## src/rtl/alu_issue_stage_if.sv

```systemverilog
// Issue-stage handshake bundle: decode-side request and EX-side result.
// The stage itself takes the slave view, and the decode/EX side takes the master view.
interface alu_issue_stage_if #(
    parameter int XLEN = 32
);
    logic            in_valid;
    logic            in_ready;
    logic [6:0]      opcode;
    logic [2:0]      funct3;
    logic            funct7_5;
    logic [XLEN-1:0] rs1_data;
    logic [XLEN-1:0] rs2_data;
    logic [XLEN-1:0] imm;
    logic [4:0]      rd_in;
    logic            flush;
    logic            out_valid;
    logic            out_ready;
    logic [XLEN-1:0] A;
    logic [XLEN-1:0] B;
    logic [3:0]      ALUOp;
    logic [4:0]      rd_out;
    logic            illegal;

    modport master (
        output in_valid, opcode, funct3, funct7_5,
        output rs1_data, rs2_data, imm, rd_in,
        output flush, out_ready,
        input  in_ready, out_valid, A, B,
        input  ALUOp, rd_out, illegal
    );

    modport slave (
        input  in_valid, opcode, funct3, funct7_5,
        input  rs1_data, rs2_data, imm, rd_in,
        input  flush, out_ready,
        output in_ready, out_valid, A, B,
        output ALUOp, rd_out, illegal
    );
endinterface

```

## src/rtl/alu_issue_stage.sv

```systemverilog
// ID->EX issue stage: decodes ALUOp and operand B, then registers the result
// in a main register backed by a one-entry skid buffer.
module alu_issue_stage #(
    parameter int XLEN = 32
) (
    input logic               clk,
    input logic               reset,
    alu_issue_stage_if.slave  bus
);
    typedef struct packed {
        logic [XLEN-1:0] a;
        logic [XLEN-1:0] b;
        logic [3:0]      op;
        logic [4:0]      rd;
        logic            ill;
    } ex_t;

    localparam logic [3:0] OP_AND = 4'b0000;
    localparam logic [3:0] OP_OR  = 4'b0001;
    localparam logic [3:0] OP_ADD = 4'b0010;
    localparam logic [3:0] OP_SUB = 4'b0110;
    localparam logic [3:0] OP_SRL = 4'b1010;

    ex_t  m_q, s_q, dec;
    logic m_valid, s_valid;
    logic accept, m_free;
    logic use_imm;

    logic r_op, i_op, ls_op, br_op;
    logic f7;
    logic [2:0] f3;

    assign f7    = bus.funct7_5;
    assign f3    = bus.funct3;
    assign r_op  = bus.opcode == 7'b0110011;
    assign i_op  = bus.opcode == 7'b0010011;
    assign ls_op = bus.opcode == 7'b0000011
                || bus.opcode == 7'b0100011;
    assign br_op = bus.opcode == 7'b1100011;

    always_comb begin
        dec.op  = OP_ADD;
        dec.ill = 1'b0;
        use_imm = 1'b0;
        unique case (1'b1)
            r_op && f3 == 3'b000 && !f7: dec.op = OP_ADD;
            r_op && f3 == 3'b000 && f7:  dec.op = OP_SUB;
            r_op && f3 == 3'b111 && !f7: dec.op = OP_AND;
            r_op && f3 == 3'b110 && !f7: dec.op = OP_OR;
            r_op && f3 == 3'b101 && !f7: dec.op = OP_SRL;
            i_op && f3 == 3'b000: begin
                dec.op  = OP_ADD;
                use_imm = 1'b1;
            end
            i_op && f3 == 3'b111: begin
                dec.op  = OP_AND;
                use_imm = 1'b1;
            end
            i_op && f3 == 3'b110: begin
                dec.op  = OP_OR;
                use_imm = 1'b1;
            end
            i_op && f3 == 3'b101 && !f7: begin
                dec.op  = OP_SRL;
                use_imm = 1'b1;
            end
            ls_op: begin
                dec.op  = OP_ADD;
                use_imm = 1'b1;
            end
            br_op && (f3 == 3'b000 || f3 == 3'b001):
                dec.op = OP_SUB;
            default: dec.ill = 1'b1;
        endcase
        dec.a  = bus.rs1_data;
        dec.b  = use_imm ? bus.imm : bus.rs2_data;
        dec.rd = bus.rd_in;
    end

    // Depends only on registered state plus flush/reset, so a full skid
    // is what throttles decode.
    assign bus.in_ready = !s_valid && !bus.flush && !reset;
    assign accept       = bus.in_valid && bus.in_ready;
    assign m_free       = !m_valid || bus.out_ready;

    always_ff @(posedge clk) begin
        if (reset) begin
            m_valid <= 1'b0;
            s_valid <= 1'b0;
            m_q     <= '0;
            s_q     <= '0;
        end else if (bus.flush) begin
            m_valid <= 1'b0;
            s_valid <= 1'b0;
        end else if (m_free) begin
            if (s_valid) begin
                m_q     <= s_q;
                m_valid <= 1'b1;
                s_valid <= 1'b0;
            end else if (accept) begin
                m_q     <= dec;
                m_valid <= 1'b1;
            end else begin
                m_valid <= 1'b0;
            end
        end else if (accept) begin
            s_q     <= dec;
            s_valid <= 1'b1;
        end
    end

    assign bus.out_valid = m_valid;
    assign bus.A         = m_q.a;
    assign bus.B         = m_q.b;
    assign bus.ALUOp     = m_q.op;
    assign bus.rd_out    = m_q.rd;
    assign bus.illegal   = m_q.ill;
endmodule

```

## src/flat_wrapper.sv

```systemverilog
// flat-port wrapper written by rule: the top's interface ports become plain ports
module alu_issue_stage_flat 
#(
    parameter int XLEN = 32
)
  (clk, reset, bus_in_valid, bus_opcode, bus_funct3, bus_funct7_5, bus_rs1_data, bus_rs2_data, bus_imm, bus_rd_in, bus_flush, bus_out_ready, bus_in_ready, bus_out_valid, bus_A, bus_B, bus_ALUOp, bus_rd_out, bus_illegal);
  alu_issue_stage_if #(.XLEN(XLEN)) bus_i ();
  input logic clk;
  input logic reset;
  input wire logic [$bits(bus_i.in_valid)-1:0] bus_in_valid;
  input wire logic [$bits(bus_i.opcode)-1:0] bus_opcode;
  input wire logic [$bits(bus_i.funct3)-1:0] bus_funct3;
  input wire logic [$bits(bus_i.funct7_5)-1:0] bus_funct7_5;
  input wire logic [$bits(bus_i.rs1_data)-1:0] bus_rs1_data;
  input wire logic [$bits(bus_i.rs2_data)-1:0] bus_rs2_data;
  input wire logic [$bits(bus_i.imm)-1:0] bus_imm;
  input wire logic [$bits(bus_i.rd_in)-1:0] bus_rd_in;
  input wire logic [$bits(bus_i.flush)-1:0] bus_flush;
  input wire logic [$bits(bus_i.out_ready)-1:0] bus_out_ready;
  output wire logic [$bits(bus_i.in_ready)-1:0] bus_in_ready;
  output wire logic [$bits(bus_i.out_valid)-1:0] bus_out_valid;
  output wire logic [$bits(bus_i.A)-1:0] bus_A;
  output wire logic [$bits(bus_i.B)-1:0] bus_B;
  output wire logic [$bits(bus_i.ALUOp)-1:0] bus_ALUOp;
  output wire logic [$bits(bus_i.rd_out)-1:0] bus_rd_out;
  output wire logic [$bits(bus_i.illegal)-1:0] bus_illegal;
  assign bus_i.in_valid = bus_in_valid;
  assign bus_i.opcode = bus_opcode;
  assign bus_i.funct3 = bus_funct3;
  assign bus_i.funct7_5 = bus_funct7_5;
  assign bus_i.rs1_data = bus_rs1_data;
  assign bus_i.rs2_data = bus_rs2_data;
  assign bus_i.imm = bus_imm;
  assign bus_i.rd_in = bus_rd_in;
  assign bus_i.flush = bus_flush;
  assign bus_i.out_ready = bus_out_ready;
  assign bus_in_ready = bus_i.in_ready;
  assign bus_out_valid = bus_i.out_valid;
  assign bus_A = bus_i.A;
  assign bus_B = bus_i.B;
  assign bus_ALUOp = bus_i.ALUOp;
  assign bus_rd_out = bus_i.rd_out;
  assign bus_illegal = bus_i.illegal;
  alu_issue_stage #(.XLEN(XLEN)) u_core (.clk(clk), .reset(reset), .bus(bus_i));
endmodule
```

## config.mk

```make
export PLATFORM = sky130hd
export DESIGN_NAME = alu_issue_stage_flat
export DESIGN_NICKNAME = d
export VERILOG_FILES = /design/src/rtl/alu_issue_stage_if.sv /design/src/rtl/alu_issue_stage.sv /design/src/flat_wrapper.sv
export SDC_FILE = /design/constraint.sdc
export NUM_CORES = 1
export LEC_CHECK = 0
export BUFFER_PORTS_ARGS = -buffer_cell sky130_fd_sc_hd__buf_2
export CORE_UTILIZATION = 47
export CTS_CLUSTER_DIAMETER = 50
export DETAILED_ROUTE_END_ITERATION = 10
export GPL_TIMING_DRIVEN = 1
export HOLD_SLACK_MARGIN = 0.08
export PLACE_DENSITY = 0.76
export SYNTH_ARGS = -nofsm -noshare
export SYNTH_HDL_FRONTEND = slang
export SYNTH_SLANG_ARGS = --single-unit
```

## constraint.sdc

```tcl
create_clock -name clk -period 1.9 [get_ports clk]
set_clock_uncertainty 0.2 [all_clocks]
set_input_delay 0.285 -clock clk [delete_from_list [all_inputs] [get_ports clk]]
set_output_delay 0.285 -clock clk [all_outputs]
set_load 0.01 [all_outputs]
```

==> load_flow_metrics.sql <==
INSERT INTO impl_metrics (metric_group, metric, value, unit) VALUES
('sta', 'timing_worst_slew_pin_value', '0.648', 'ns'),
('clocking', 'cts_tree', 'yes', ''),
('placement', 'detailed_place.area', '8190', 'sq um'),
('finish', 'finish.cell_count_without_fillers', '1278', ''),
('floorplan', 'ioPinCount', '193', ''),
('finish', 'final_layout_size_suffix_gt1_share', '25.2', '%'),
('yosys', 'yosysTopAreaCellShare', '43.7', '%'),
('setup_path', 'timing.critical_path.cells', 'nor2b_2, or3_4, buf_4, a22oi_1, o221ai_1', ''),
('setup_path', 'timing.critical_path.fanout_max', '9', ''),
('global_route', 'largest_net_degree_at_the_start_of_global_routing', '92', ''),
('power_and_ir_drop', 'fraction_of_power_spent_switching_nets', '25.7', '%'),
('route', 'drt-vias-per-instance', '5.71', ''),
('placement', 'finalWeightedCongestion', '0.832', ''),
('clocking', 'clock-sinks', '150', ''),
('global_route', 'number_of_global_route_vias_before_repair', '6911', ''),
('floorplan', 'coreArea', '14100', 'sq um'),
('floorplan', 'chip_height', '123', 'um'),
('yosys', 'synthesis.yosys.warnings', '0', ''),
('yosys', 'avgSynthCellArea', '8.46', 'sq um'),
('setup_path', 'required', '1.97', 'ns'),
('setup_path', 'worst_ep_arrival_time', '1.88', 'ns'),
('yosys', 'synth_async_sr_flop_share', '0', '%'),
('sta', 'maxSlewViolCount', '0', ''),
('clocking', 'cts_inserted_buffers', '17', ''),
('route', 'drt-wirelength-per-cell', '16.4', 'um'),
('power_and_ir_drop', 'static-leakage-power', '0.00372', 'uW'),
('power_and_ir_drop', 'power.share.clock', '43.8', '%'),
('finish', 'finalInstanceArea', '9860', 'sq um'),
('setup_path', 'startpoint_of_the_worst_setup_timing_path', 'u_core.bus.out_valid', ''),
('sta', 'min_period', '1.81', 'ns'),
('yosys', 'synth.cell_area', '6880', 'sq um'),
('status', 'status', 'completed', ''),
('yosys', 'post_synthesis_cells', '813', ''),
('global_route', 'antenna_found_initial', '1', ''),
('clocking', 'htreeDepth', '4', ''),
('sta', 'fin_worst_hold_slack', '0.129', 'ns'),
('min_path', 'holdCritStartpoint', 'bus_in_valid', ''),
('yosys', 'synthesized_net_count', '930', ''),
('sta', 'timing.slew.headroom', '56.8', '%'),
('setup_path', 'critical-path-max-stage-delay', '0.40', 'ns'),
('clocking', 'cts_root_buffer', 'clkbuf_16', ''),
('route', 'final_antenna_net_count', '0', ''),
('min_path', 'worst_hold_path_type', 'in2reg', ''),
('power_and_ir_drop', 'power_switching', '2010', 'uW'),
('placement', 'dp_cells', '1141', ''),
('clocking', 'clockBufferDepth', '2', ''),
('flow_run', 'max_cap_viol_count', '0', ''),
('floorplan', 'die_x', '123', 'um'),
('floorplan', 'floorplan.initialDensity', '48.8', '%'),
('sta', 'fin_setup_tns', '0', 'ns'),
('route', 'number_of_violations_reported_at_the_end_of_detailed_routing_iteration_0', '536', ''),
('clocking', 'insertion_delay', '0.42', 'ns'),
('sta', 'timing.fmax', '552', 'MHz'),
('setup_path', 'critPathKind', 'reg2reg', ''),
('yosys', 'synth_seq_cells', '150', ''),
('route', 'vias', '7300', ''),
('finish', 'final_net_count', '1201', ''),
('clocking', 'post-cts-setup-buffer-count', '0', ''),
('yosys', 'synth_top_cells_by_area', 'dfxtp_1, mux2i_1, a211oi_1', ''),
('clocking', 'clkSlewWorstSetupHoldPaths', '0.06', 'ns'),
('power_and_ir_drop', 'power.sequential.fraction', '42.7', '%'),
('floorplan', 'row_count', '43', ''),
('route', 'route.detailed.drc', '0', ''),
('global_route', 'grt-ovfl-total', '0', ''),
('global_route', 'grt_first_pass_wirelength', '33.1', 'mm'),
('placement', 'place.port_buffers', '192', ''),
('route', 'routed_wirelength', '21.0', 'mm'),
('floorplan', 'die-area', '15100', 'sq um'),
('yosys', 'count_of_flip_flops_with_a_built_in_enable_after_synthesis', '0', ''),
('yosys', 'synth_seq_area_share', '43.7', '%'),
('power_and_ir_drop', 'ir_worst_vdd', '881', 'uV');
-- metal layers --
layer	wire length, um	global-route usage (%)	part of all wire (%)	vias up
li1	-	-	-	3543
met1	8470	32.8	40	3343
met2	10300	46.4	49	329
met3	1230	7.06	5.9	85
met4	913	15.3	4.4	0
met5	0	0	0	-
-- cell usage after synthesis, drive strengths merged, types with 2 or more instances --
| library cell | instances |
|---|---|
| buf | 34 |
| inv | 2 |
| dfxtp | 150 |
| o221ai | 33 |
| nand3 | 33 |
| nor2b | 3 |
| nor2 | 118 |
| nand2 | 82 |
| a22oi | 32 |
| a211oi | 73 |
| a21oi | 78 |
| nor3 | 4 |
| nand4 | 34 |
| or3 | 2 |
| mux2i | 70 |
| clkbuf | 49 |
-- metrics by stage --
stage               utilization, %  setup WS [ns]  total power [uW]
floorplan                        -         0.0356              3860
global placement              58.1        -0.0556              4260
detailed placement            58.1         -0.111              4270
CTS                           69.8         0.0529              7820
global route                  69.9        -0.0105              8120
finish                        69.9         0.0888              7810
-- final cells by class --
| class | count | area, sq um |
|---|---|---|
| fill | 1066 | 4240 |
| multi-input combinational | 578 | 3540 |
| sequential | 150 | 3010 |
| timing repair buffer | 335 | 2470 |
| clock buffer | 19 | 453 |
| tap | 180 | 225 |
| clock inverter | 12 | 145 |
| inverter | 2 | 7.51 |
| antenna | 2 | 5.00 |
-- state kept, by name (all words and copies together), names as in the netlist --
register,cells
u_core.bus.A,32
u_core.bus.ALUOp,4
u_core.bus.B,32
u_core.bus.illegal,1
u_core.bus.out_valid,1
u_core.bus.rd_out,5
u_core.s_q,74
u_core.s_valid,1
-- worst paths after layout --
check,cells after the start,slack [ns],to
setup / recovery,5,0.09,u_core.bus.B[29]
hold / removal,3,0.13,u_core.bus.out_valid
setup reg to reg,5,0.09,u_core.bus.B[29]
hold reg to reg,2,0.26,u_core.s_q[55]
-- critical path: cells and delay by family, from the launching register on --
| family | cells | cell delay [ns] |
|---|---|---|
| and+or+nand+nor | 2 | 0.60 |
| AOI/OAI and AO/OA | 2 | 0.36 |
| DFF | 1 | 0.32 |
| buffers and inverters | 1 | 0.19 |
-- repair_timing --
item,in CTS,in global routing
resized for setup,1,3
pin swaps,0,1
endpoints found under the setup margin,1,4
endpoints found under the hold margin,141,0
hold buffers,104,0
-- kinds of logic (layout without fill, tap and decap cells) --
group	Yosys count	after routing	share of synthesized area (%)
other	0	2	0
buffers and inverters	85	368	5.47
muxes	71	71	10.3
and+or+nand+nor	285	285	18.3
DFF	150	150	43.7
AOI/OAI and AO/OA	222	222	22.2
-- power groups by stage --
stage | logic [uW] | registers, uW | clock network, uW
finish | 1060 | 3330 | 3420
global route | 1160 | 3350 | 3620
CTS | 1030 | 3330 | 3460
detailed placement | 866 | 3400 | 0
global placement | 857 | 3400 | 0
floorplan | 423 | 3440 | 0
-- placed cells by master, fill, tap and decap left out, types with 2 or more instances in the layout --
cell and n:
nand4_1 34, inv_6 2, buf_4 26, nor3_1 2, a21oi_1 77, dlygate4sd3_1 104
nand3_1 32, a22oi_1 32, bufinv_16 2, mux2i_1 70, clkbuf_8 2, o221ai_1 33
buf_2 191, diode_2 2, clkinv_4 3, a211oi_1 73, buf_12 14, nor2_1 118
nand2_1 82, dfxtp_1 149, clkbuf_16 17, nor2b_2 2, clkinvlp_4 4
No activity file was read; power rests on OpenSTA's default activity.
